File: src/rtl/csr_mfile_pkg.sv
// Shared machine-mode CSR definitions: addresses, access ops, WARL masks and storage structs.
package csr_mfile_pkg;

  localparam logic [11:0] CSR_MSTATUS   = 12'h300;
  localparam logic [11:0] CSR_MISA      = 12'h301;
  localparam logic [11:0] CSR_MIE       = 12'h304;
  localparam logic [11:0] CSR_MTVEC     = 12'h305;
  localparam logic [11:0] CSR_MSCRATCH  = 12'h340;
  localparam logic [11:0] CSR_MEPC      = 12'h341;
  localparam logic [11:0] CSR_MCAUSE    = 12'h342;
  localparam logic [11:0] CSR_MTVAL     = 12'h343;
  localparam logic [11:0] CSR_MIP       = 12'h344;
  localparam logic [11:0] CSR_MCYCLE    = 12'hB00;
  localparam logic [11:0] CSR_MINSTRET  = 12'hB02;
  localparam logic [11:0] CSR_MCYCLEH   = 12'hB80;
  localparam logic [11:0] CSR_MINSTRETH = 12'hB82;
  localparam logic [11:0] CSR_MVENDORID = 12'hF11;
  localparam logic [11:0] CSR_MARCHID   = 12'hF12;
  localparam logic [11:0] CSR_MIMPID    = 12'hF13;
  localparam logic [11:0] CSR_MHARTID   = 12'hF14;

  typedef enum logic [1:0] {
    CSR_OP_ILL = 2'b00,
    CSR_OP_RW  = 2'b01,
    CSR_OP_RS  = 2'b10,
    CSR_OP_RC  = 2'b11
  } csr_op_t;

  // Writable bits: mstatus.mpie(7)/mie(3); mie.meie(11)/mtie(7)/msie(3).
  localparam logic [31:0] MSTATUS_WMASK = 32'h0000_0088;
  localparam logic [31:0] MIE_WMASK     = 32'h0000_0888;

  localparam int unsigned MCAUSE_INT_BIT = 31;

  typedef struct packed {
    logic mpie;
    logic mie;
  } mstatus_t;

  typedef struct packed {
    logic [29:0] base;
    logic [1:0]  mode;
  } mtvec_t;

  typedef struct packed {
    logic [1:0]  mxl;
    logic [3:0]  zero;
    logic [25:0] ext;
  } misa_t;

endpackage

File: src/rtl/csr_mfile_counter64.sv
// 64-bit free-running counter with 32-bit half write ports; a write in a cycle wins over the increment.
module csr_counter64 (
  input  logic        clk,
  input  logic        rst_n,
  input  logic        inc_en,
  input  logic        wr_lo,
  input  logic        wr_hi,
  input  logic [31:0] wdata,
  output logic [63:0] count_o
);

  logic [63:0] count_q, count_d;

  // Next count: written halves land exactly, otherwise a full-width increment (carry into hi same cycle).
  always_comb begin
    count_d = count_q;
    if (wr_lo || wr_hi) begin
      if (wr_lo) count_d[31:0]  = wdata;
      if (wr_hi) count_d[63:32] = wdata;
    end else if (inc_en) begin
      count_d = count_q + 64'd1;
    end
  end

  // Count register.
  always_ff @(posedge clk or negedge rst_n) begin
    if (!rst_n) count_q <= '0;
    else        count_q <= count_d;
  end

  assign count_o = count_q;

endmodule

File: src/rtl/csr_mfile.sv
// Machine-mode CSR file: executes CSRRW/RS/RC requests with a one-entry response buffer,
// holds trap state and the cycle/instret counters, and applies trap entry and MRET.
module csr_mfile
  import csr_mfile_pkg::*;
#(
  parameter logic [31:0] HART_ID   = 32'h0,
  parameter logic [31:0] VENDOR_ID = 32'h0,
  parameter logic [31:0] ARCH_ID   = 32'h0,
  parameter logic [31:0] IMP_ID    = 32'h0,
  parameter logic [25:0] MISA_EXT  = 26'h0001100
) (
  input  logic        clk,
  input  logic        rst_n,
  input  logic        req_valid,
  output logic        req_ready,
  input  logic [1:0]  req_op,
  input  logic [11:0] req_addr,
  input  logic [31:0] req_wdata,
  input  logic        req_no_write,
  output logic        rsp_valid,
  input  logic        rsp_ready,
  output logic [31:0] rsp_rdata,
  output logic        rsp_illegal,
  input  logic        trap_valid,
  input  logic [31:0] trap_cause,
  input  logic [31:0] trap_pc,
  input  logic [31:0] trap_tval,
  input  logic        mret_valid,
  input  logic        retire,
  input  logic        irq_ext,
  input  logic        irq_timer,
  input  logic        irq_sw,
  output logic [31:0] trap_vector,
  output logic [31:0] mepc_o,
  output logic        irq_pending
);

  localparam misa_t MISA_VAL = misa_t'({2'b01, 4'b0000, MISA_EXT});

  mstatus_t    mstatus_q, mstatus_d;
  mtvec_t      mtvec_q, mtvec_d;
  logic [31:0] mepc_q, mepc_d;
  logic [31:0] mcause_q, mcause_d;
  logic [31:0] mtval_q, mtval_d;
  logic [31:0] mscratch_q, mscratch_d;
  logic [31:0] mie_q, mie_d;
  logic        rsp_valid_q, rsp_valid_d;
  logic        rsp_illegal_q, rsp_illegal_d;
  logic [31:0] rsp_rdata_q, rsp_rdata_d;

  logic [63:0] mcycle, minstret;
  logic [31:0] mip, mstatus_rd, csr_old, csr_new, tvec_base;
  logic        csr_hit, csr_wr, illegal, accept, do_write;
  csr_op_t     op;

  assign op         = csr_op_t'(req_op);
  assign req_ready  = !rsp_valid_q || rsp_ready;
  assign accept     = req_valid && req_ready;
  assign mip        = {20'b0, irq_ext, 3'b0, irq_timer, 3'b0, irq_sw, 3'b0};
  assign mstatus_rd = {19'b0, 2'b11, 3'b0, mstatus_q.mpie, 3'b0, mstatus_q.mie, 3'b0};

  // Read decode: old value of the addressed CSR (counters read before this cycle's increment).
  always_comb begin
    csr_hit = 1'b1;
    csr_old = '0;
    case (req_addr)
      CSR_MSTATUS:   csr_old = mstatus_rd;
      CSR_MISA:      csr_old = MISA_VAL;
      CSR_MIE:       csr_old = mie_q;
      CSR_MTVEC:     csr_old = mtvec_q;
      CSR_MSCRATCH:  csr_old = mscratch_q;
      CSR_MEPC:      csr_old = mepc_q;
      CSR_MCAUSE:    csr_old = mcause_q;
      CSR_MTVAL:     csr_old = mtval_q;
      CSR_MIP:       csr_old = mip;
      CSR_MCYCLE:    csr_old = mcycle[31:0];
      CSR_MCYCLEH:   csr_old = mcycle[63:32];
      CSR_MINSTRET:  csr_old = minstret[31:0];
      CSR_MINSTRETH: csr_old = minstret[63:32];
      CSR_MVENDORID: csr_old = VENDOR_ID;
      CSR_MARCHID:   csr_old = ARCH_ID;
      CSR_MIMPID:    csr_old = IMP_ID;
      CSR_MHARTID:   csr_old = HART_ID;
      default:       csr_hit = 1'b0;
    endcase
  end

  // Op decode: write intent, legality and the read-modify-write result.
  always_comb begin
    csr_wr  = (op == CSR_OP_RW) || ((op == CSR_OP_RS || op == CSR_OP_RC) && !req_no_write);
    illegal = !csr_hit || (op == CSR_OP_ILL) || ((req_addr[11:10] == 2'b11) && csr_wr);
    case (op)
      CSR_OP_RW: csr_new = req_wdata;
      CSR_OP_RS: csr_new = csr_old | req_wdata;
      CSR_OP_RC: csr_new = csr_old & ~req_wdata;
      default:   csr_new = csr_old;
    endcase
  end

  // A trap in the same cycle discards the request's write; the response still carries the old value.
  assign do_write = accept && !illegal && csr_wr && !trap_valid;

  csr_counter64 u_mcycle (
    .clk     (clk),
    .rst_n   (rst_n),
    .inc_en  (1'b1),
    .wr_lo   (do_write && (req_addr == CSR_MCYCLE)),
    .wr_hi   (do_write && (req_addr == CSR_MCYCLEH)),
    .wdata   (csr_new),
    .count_o (mcycle)
  );

  csr_counter64 u_minstret (
    .clk     (clk),
    .rst_n   (rst_n),
    .inc_en  (retire),
    .wr_lo   (do_write && (req_addr == CSR_MINSTRET)),
    .wr_hi   (do_write && (req_addr == CSR_MINSTRETH)),
    .wdata   (csr_new),
    .count_o (minstret)
  );

  // Architectural state update: trap entry over MRET over CSR write.
  always_comb begin
    mstatus_d  = mstatus_q;
    mtvec_d    = mtvec_q;
    mepc_d     = mepc_q;
    mcause_d   = mcause_q;
    mtval_d    = mtval_q;
    mscratch_d = mscratch_q;
    mie_d      = mie_q;
    if (trap_valid) begin
      mepc_d         = {trap_pc[31:2], 2'b00};
      mcause_d       = trap_cause;
      mtval_d        = trap_tval;
      mstatus_d.mpie = mstatus_q.mie;
      mstatus_d.mie  = 1'b0;
    end else begin
      if (mret_valid) begin
        mstatus_d.mie  = mstatus_q.mpie;
        mstatus_d.mpie = 1'b1;
      end else if (do_write && (req_addr == CSR_MSTATUS)) begin
        mstatus_d.mie  = csr_new[3] & MSTATUS_WMASK[3];
        mstatus_d.mpie = csr_new[7] & MSTATUS_WMASK[7];
      end
      if (do_write) begin
        case (req_addr)
          CSR_MIE:      mie_d = csr_new & MIE_WMASK;
          CSR_MTVEC: begin
            mtvec_d.base = csr_new[31:2];
            // Only direct (0) and vectored (1) modes exist; other encodings leave mode alone.
            if (!csr_new[1]) mtvec_d.mode = csr_new[1:0];
          end
          CSR_MSCRATCH: mscratch_d = csr_new;
          CSR_MEPC:     mepc_d     = {csr_new[31:2], 2'b00};
          CSR_MCAUSE:   mcause_d   = csr_new;
          CSR_MTVAL:    mtval_d    = csr_new;
          default: ;
        endcase
      end
    end
  end

  // Response buffer: load on accept, hold until consumed.
  always_comb begin
    rsp_valid_d   = rsp_valid_q;
    rsp_rdata_d   = rsp_rdata_q;
    rsp_illegal_d = rsp_illegal_q;
    if (accept) begin
      rsp_valid_d   = 1'b1;
      rsp_rdata_d   = illegal ? 32'h0 : csr_old;
      rsp_illegal_d = illegal;
    end else if (rsp_ready) begin
      rsp_valid_d   = 1'b0;
    end
  end

  // State registers.
  always_ff @(posedge clk or negedge rst_n) begin
    if (!rst_n) begin
      mstatus_q     <= '0;
      mtvec_q       <= '0;
      mepc_q        <= '0;
      mcause_q      <= '0;
      mtval_q       <= '0;
      mscratch_q    <= '0;
      mie_q         <= '0;
      rsp_valid_q   <= 1'b0;
      rsp_rdata_q   <= '0;
      rsp_illegal_q <= 1'b0;
    end else begin
      mstatus_q     <= mstatus_d;
      mtvec_q       <= mtvec_d;
      mepc_q        <= mepc_d;
      mcause_q      <= mcause_d;
      mtval_q       <= mtval_d;
      mscratch_q    <= mscratch_d;
      mie_q         <= mie_d;
      rsp_valid_q   <= rsp_valid_d;
      rsp_rdata_q   <= rsp_rdata_d;
      rsp_illegal_q <= rsp_illegal_d;
    end
  end

  assign tvec_base   = {mtvec_q.base, 2'b00};
  assign trap_vector = ((mtvec_q.mode == 2'b01) && trap_cause[MCAUSE_INT_BIT])
                       ? tvec_base + {25'b0, trap_cause[4:0], 2'b00}
                       : tvec_base;
  assign mepc_o      = mepc_q;
  assign irq_pending = mstatus_q.mie && |(mip & mie_q);
  assign rsp_valid   = rsp_valid_q;
  assign rsp_rdata   = rsp_rdata_q;
  assign rsp_illegal = rsp_illegal_q;

endmodule

File: config.mk
export PLATFORM = sky130hd
export DESIGN_NAME = csr_mfile
export DESIGN_NICKNAME = d
export VERILOG_FILES = /design/src/rtl/csr_mfile_pkg.sv /design/src/rtl/csr_mfile_counter64.sv /design/src/rtl/csr_mfile.sv
export SDC_FILE = /design/constraint.sdc
export NUM_CORES = 1
export LEC_CHECK = 0
export ABC_AREA = 1
export CORE_MARGIN = 2
export CORE_UTILIZATION = 30
export CTS_BUF_LIST = sky130_fd_sc_hd__clkbuf_4 sky130_fd_sc_hd__clkbuf_8 sky130_fd_sc_hd__clkbuf_16
export CTS_CLUSTER_DIAMETER = 60
export CTS_CLUSTER_SIZE = 14
export DETAILED_ROUTE_END_ITERATION = 10
export MAX_ROUTING_LAYER = met4
export SLEW_MARGIN = 10
export SYNTH_ARGS = -nofsm -noshare
export SYNTH_HDL_FRONTEND = slang
export SYNTH_HIERARCHICAL = 1
export SYNTH_SLANG_ARGS = --single-unit
export TNS_END_PERCENT = 20
File: constraint.sdc
create_clock -name clk -period 3.3 [get_ports clk]
set_input_delay 0.33 -clock clk [delete_from_list [all_inputs] [get_ports clk]]
set_output_delay 0.33 -clock clk [all_outputs]
set_load 0.01 [all_outputs]
==> key figures <==
Detailed routing
  – Antenna-violating nets left: 0
  – Via count: 25,800
  – Wire length per cell: 20.9 um
  – Vias/cell: 5.10
  – Initial DRC count: 2,837
  – Total Wirelength: 106,000 um
  – DRT Pass-1 Iters: 6
  – Drt drc: 0

STA
  – # setup viols final: 0
  – Final TNS setup: 0 ns
  – Slew headroom: 0.482
  – Hold Vio Cnt, Final: 0
  – RSZ-0062 raised after global routing: yes
  – Fin. max-slew vios: 0
  – Final worst setup slack: 0.0895 ns
  – Worst slew pin tran: 0.777 ns
  – Clock skew: 0.0398 ns
  – Min Tclk post-route: 3.21 ns
  – Tcrit/Tclk final: 0.973
  – FMAX: 311 MHz

Clock network
  – Total number of H-tree levels: 2
  – Worst-Skew Late Latency: 0.59 ns
  – Clock transition at path regs: 0.06 ns
  – Clock Root Buffer: clkbuf_16
  – Clk buf depth: 3
  – # clock sinks: 324
  – CTS Buf Count: 39
  – TritonCTS clock tree: built

Global routing
  – Initial antenna violation count: 8
  – Pin count of the biggest net entering global routing: 83
  – GRT Total Usage: 0.275
  – First-pass GRT wire length: 157,000 um
  – Via count of the first global-routing pass: 24,500
  – Total gr overflow: 0

Worst setup path
  – Crit-path cells: ha_1 > inv_1 > fa_1 > inv_2 > nand3_1 > nand2_2 > a21oi_2 > nor3_2 > nand4_1 > nor3_1 > buf_4 > nand2_1 > nand2_1 > nand2_1 > clkdlybuf4s15_2
  – Buf+Inv Stages, Crit Path: 4
  – Crit path max-delay cell type: dfrtp_1
  – Worst setup EP type: output pin
  – CP Launch Type: flop
  – Worst path required time: 2.97 ns
  – Worst-path fanout max: 3
  – Crit path DAT: 2.88 ns
  – Worst path max stage delay: 0.38 ns
  – Crit path max-delay family: simple AND/OR/NAND/NOR gates
  – Critical path class: reg -> out
  – Most frequent cell on the critical path: nand2_1

Cells and area
  – Fillers: 8,021
  – Final core area utilization: 0.395
  – NumNets Final: 4,206
  – Post-route insts no fill: 5,054
  – Area growth from synthesis to layout: 30.9%
  – Share of cells above drive strength 1: 0.116

Pwr
  – Max VDD drop: 305 uV
  – LEAKAGE: 15.1 nW
  – Pwr Total: 11.8 mW
  – Pwr dens: 395 nW/um^2

Synthesis
  – EDFF count, synth: 0
  – Seq cells post-synth: 324
  – Synth area leader: dfrtp_1
  – Ys Warns: 6
  – Post-synthesis cell area: 22,900 sq um
  – Post-synthesis xor/xnor area fraction: 0.00996
  – Multiplexer share of the synthesized area: 0.00175
  – Synth Area in Adders: 0.00471
  – Ranking of synthesized cells by area: dfrtp_1, nand2_1, nor2_1, inv_1, nand3_1
  – Top-area cell type share of the netlist area: 0.355
  – Seq/Total Area, Yosys: 0.355
  – Async set or reset register ratio after synthesis: 1.00
  – Avg Inst Size Synth: 6.28 sq um
  – Largest family of logic cells by synthesized area: simple AND/OR/NAND/NOR gates
  – Synth Flop Type: dfrtp_1
  – Synth Area in Simple Gates: 0.430
  – Mapped Cells: 3,639
  – Compound-Gate Fraction of Synth Area: 0.121
  – Synth unique cells: 46

Place
  – DP HPWL: 83,100 um
  – Post-place setup slack: -0.206 ns
  – Placed Cells: 4,976
  – RD Place Congestion: 1.01
  – Port buffer count: 246

Run status
  – Outcome: complete, no violations

Die
  – Die Span X: 280 um
  – Die area: 78,400 sq um
  – Die height: 280 um
  – Core Rows: 101
  – Placeable Area: 75,700 sq um
  – Boundary pin count: 253
  – Initial Utilization: 0.302

Flow run
  – Max_cap viols: 0

Worst hold path
  – Tightest Hold Check Type: in -> reg
where the power goes:
group          internal, mW  leakage [nW]  total [mW]  switching (mW)
registers              4.31          3.84        4.82           0.512
clock network          2.58         0.645        4.60            2.02
logic                 0.935          10.6        2.38            1.45
total                  7.82          15.1        11.8            3.99
what timing repair did:
action,CTS,global route
setup buffers,3,2
hold buffers,1,0
endpoints found under the setup margin,22,15
pin swaps,6,5
hold endpoints to repair,73,0
resized for setup,38,15
metrics by stage:
stage / hold WS (ns) / area, sq um
detailed placement: 0.420 / 28500
floorplan: 0.0344 / 22900
global route: 0.216 / 29900
finish: 0.185 / 29900
global placement: 0.418 / 28500
CTS: 0.161 / 29900
state kept, by name, summed over array words and instances (netlist names):
name	count
u_mcycle/count_o	64
u_minstret/count_o	64
mcause_q	32
mscratch_q	32
mtval_q	32
rsp_rdata	32
mtvec_q	31
mepc_o	30
mie_q	3
mstatus_q	2
rsp_illegal	1
rsp_valid	1
layout make-up:
class | instances | area (sq um) | share of cell area
clock buffers | 46 | 1050 | 0.0352
inverters | 285 | 1070 | 0.0358
diodes | 5 | 12.5 | 0.000418
repair buffers | 502 | 5070 | 0.169
flip-flops and latches | 324 | 8110 | 0.271
well taps | 978 | 1220 | 0.0409
multi-input cells | 2893 | 13100 | 0.438
clock inverters | 21 | 289 | 0.00966
worst paths after layout:
path / slack (ns) / endpoint / from / cells past startpoint
worst min-delay path: 0.19 / mcause_q[31] / trap_valid / 5
max in group asynchronous: 2.04 / mcause_q[6] / rst_n / 4
min in group asynchronous: 0.38 / mtval_q[3] / rst_n / 2
worst min register to register: 0.48 / mscratch_q[13] / mscratch_q[13] / 2
worst max-delay path: 0.09 / trap_vector[22] / mtvec_q[2] / 15
worst max register to register: 0.56 / u_minstret/count_o[18] / rsp_valid / 16
logic make-up (layout without fill, tap and decap cells):
group,Yosys count,in the layout
compound gates,480,480
xor+xnor,26,26
fa+ha+maj,8,8
buf+inv,426,854
flops,324,324
mux,4,4
other cells,2,11
simple gates,2369,2369
routing by layer:
metal / vias up / wire length (um) / track usage
met5: - / 0 / -
met4: 0 / 4580 / 0.114
met3: 197 / 9190 / 0.0488
met2: 1182 / 44800 / 0.399
met1: 12100 / 47200 / 0.376
li1: 12300 / - / -
worst register-to-register path: stages (launching register included):
cell and delay, ns:
dfrtp_1 0.38, nand2_1 0.12, nand2_1 0.07, buf_4 0.19
a211oi_4 0.25, nand3_4 0.15, nor2_8 0.12, inv_1 0.08
nor2_1 0.27, nor2_4 0.09, inv_2 0.22, buf_12 0.24
nor2_1 0.09, nor2_1 0.12, o211ai_1 0.10, o21ai_0 0.08
inv_1 0.05
cell usage in the layout (no fill, tap or decap), drive strengths merged, types with 2 or more instances in the layout:
cell type / instances
inv: 287
clkdlybuf4s50: 222
o21bai: 49
o21ai: 202
o22ai: 4
conb: 6
buf: 260
dlymetal6s2s: 3
xnor2: 7
dfrtp: 324
nor3: 18
a22o: 36
clkbuf: 49
nand3b: 26
xor2: 19
nor2: 570
ha: 7
diode: 5
a21oi: 169
nand4: 30
nand2: 1527
clkinv: 12
mux2i: 4
nor4: 7
o21a: 8
nor3b: 2
nand3: 188
o211ai: 8
bufinv: 3
dlygate4sd2: 12
clkinvlp: 4
a31oi: 2
cells in the mapped netlist (2+ instances only):
library cell	number
a21oi_1	167
a21oi_2	2
a22o_1	36
a31oi_1	2
buf_1	9
buf_2	30
buf_4	19
buf_6	7
clkbuf_1	76
clkinv_1	2
conb_1	2
dfrtp_1	324
ha_1	7
inv_1	266
inv_2	17
mux2i_1	4
nand2_1	1494
nand2_2	25
nand2_4	7
nand3_1	186
nand3b_1	26
nand4_1	26
nand4_4	4
nor2_1	517
nor2_2	32
nor2_4	16
nor2_8	5
nor3_1	18
nor3b_1	2
nor4_1	7
o211ai_1	8
o21a_1	8
o21ai_0	156
o21ai_1	37
o21ai_2	9
o21bai_1	49
o22ai_1	4
xnor2_1	7
xor2_1	19
(Power assumes the default switching activity.)
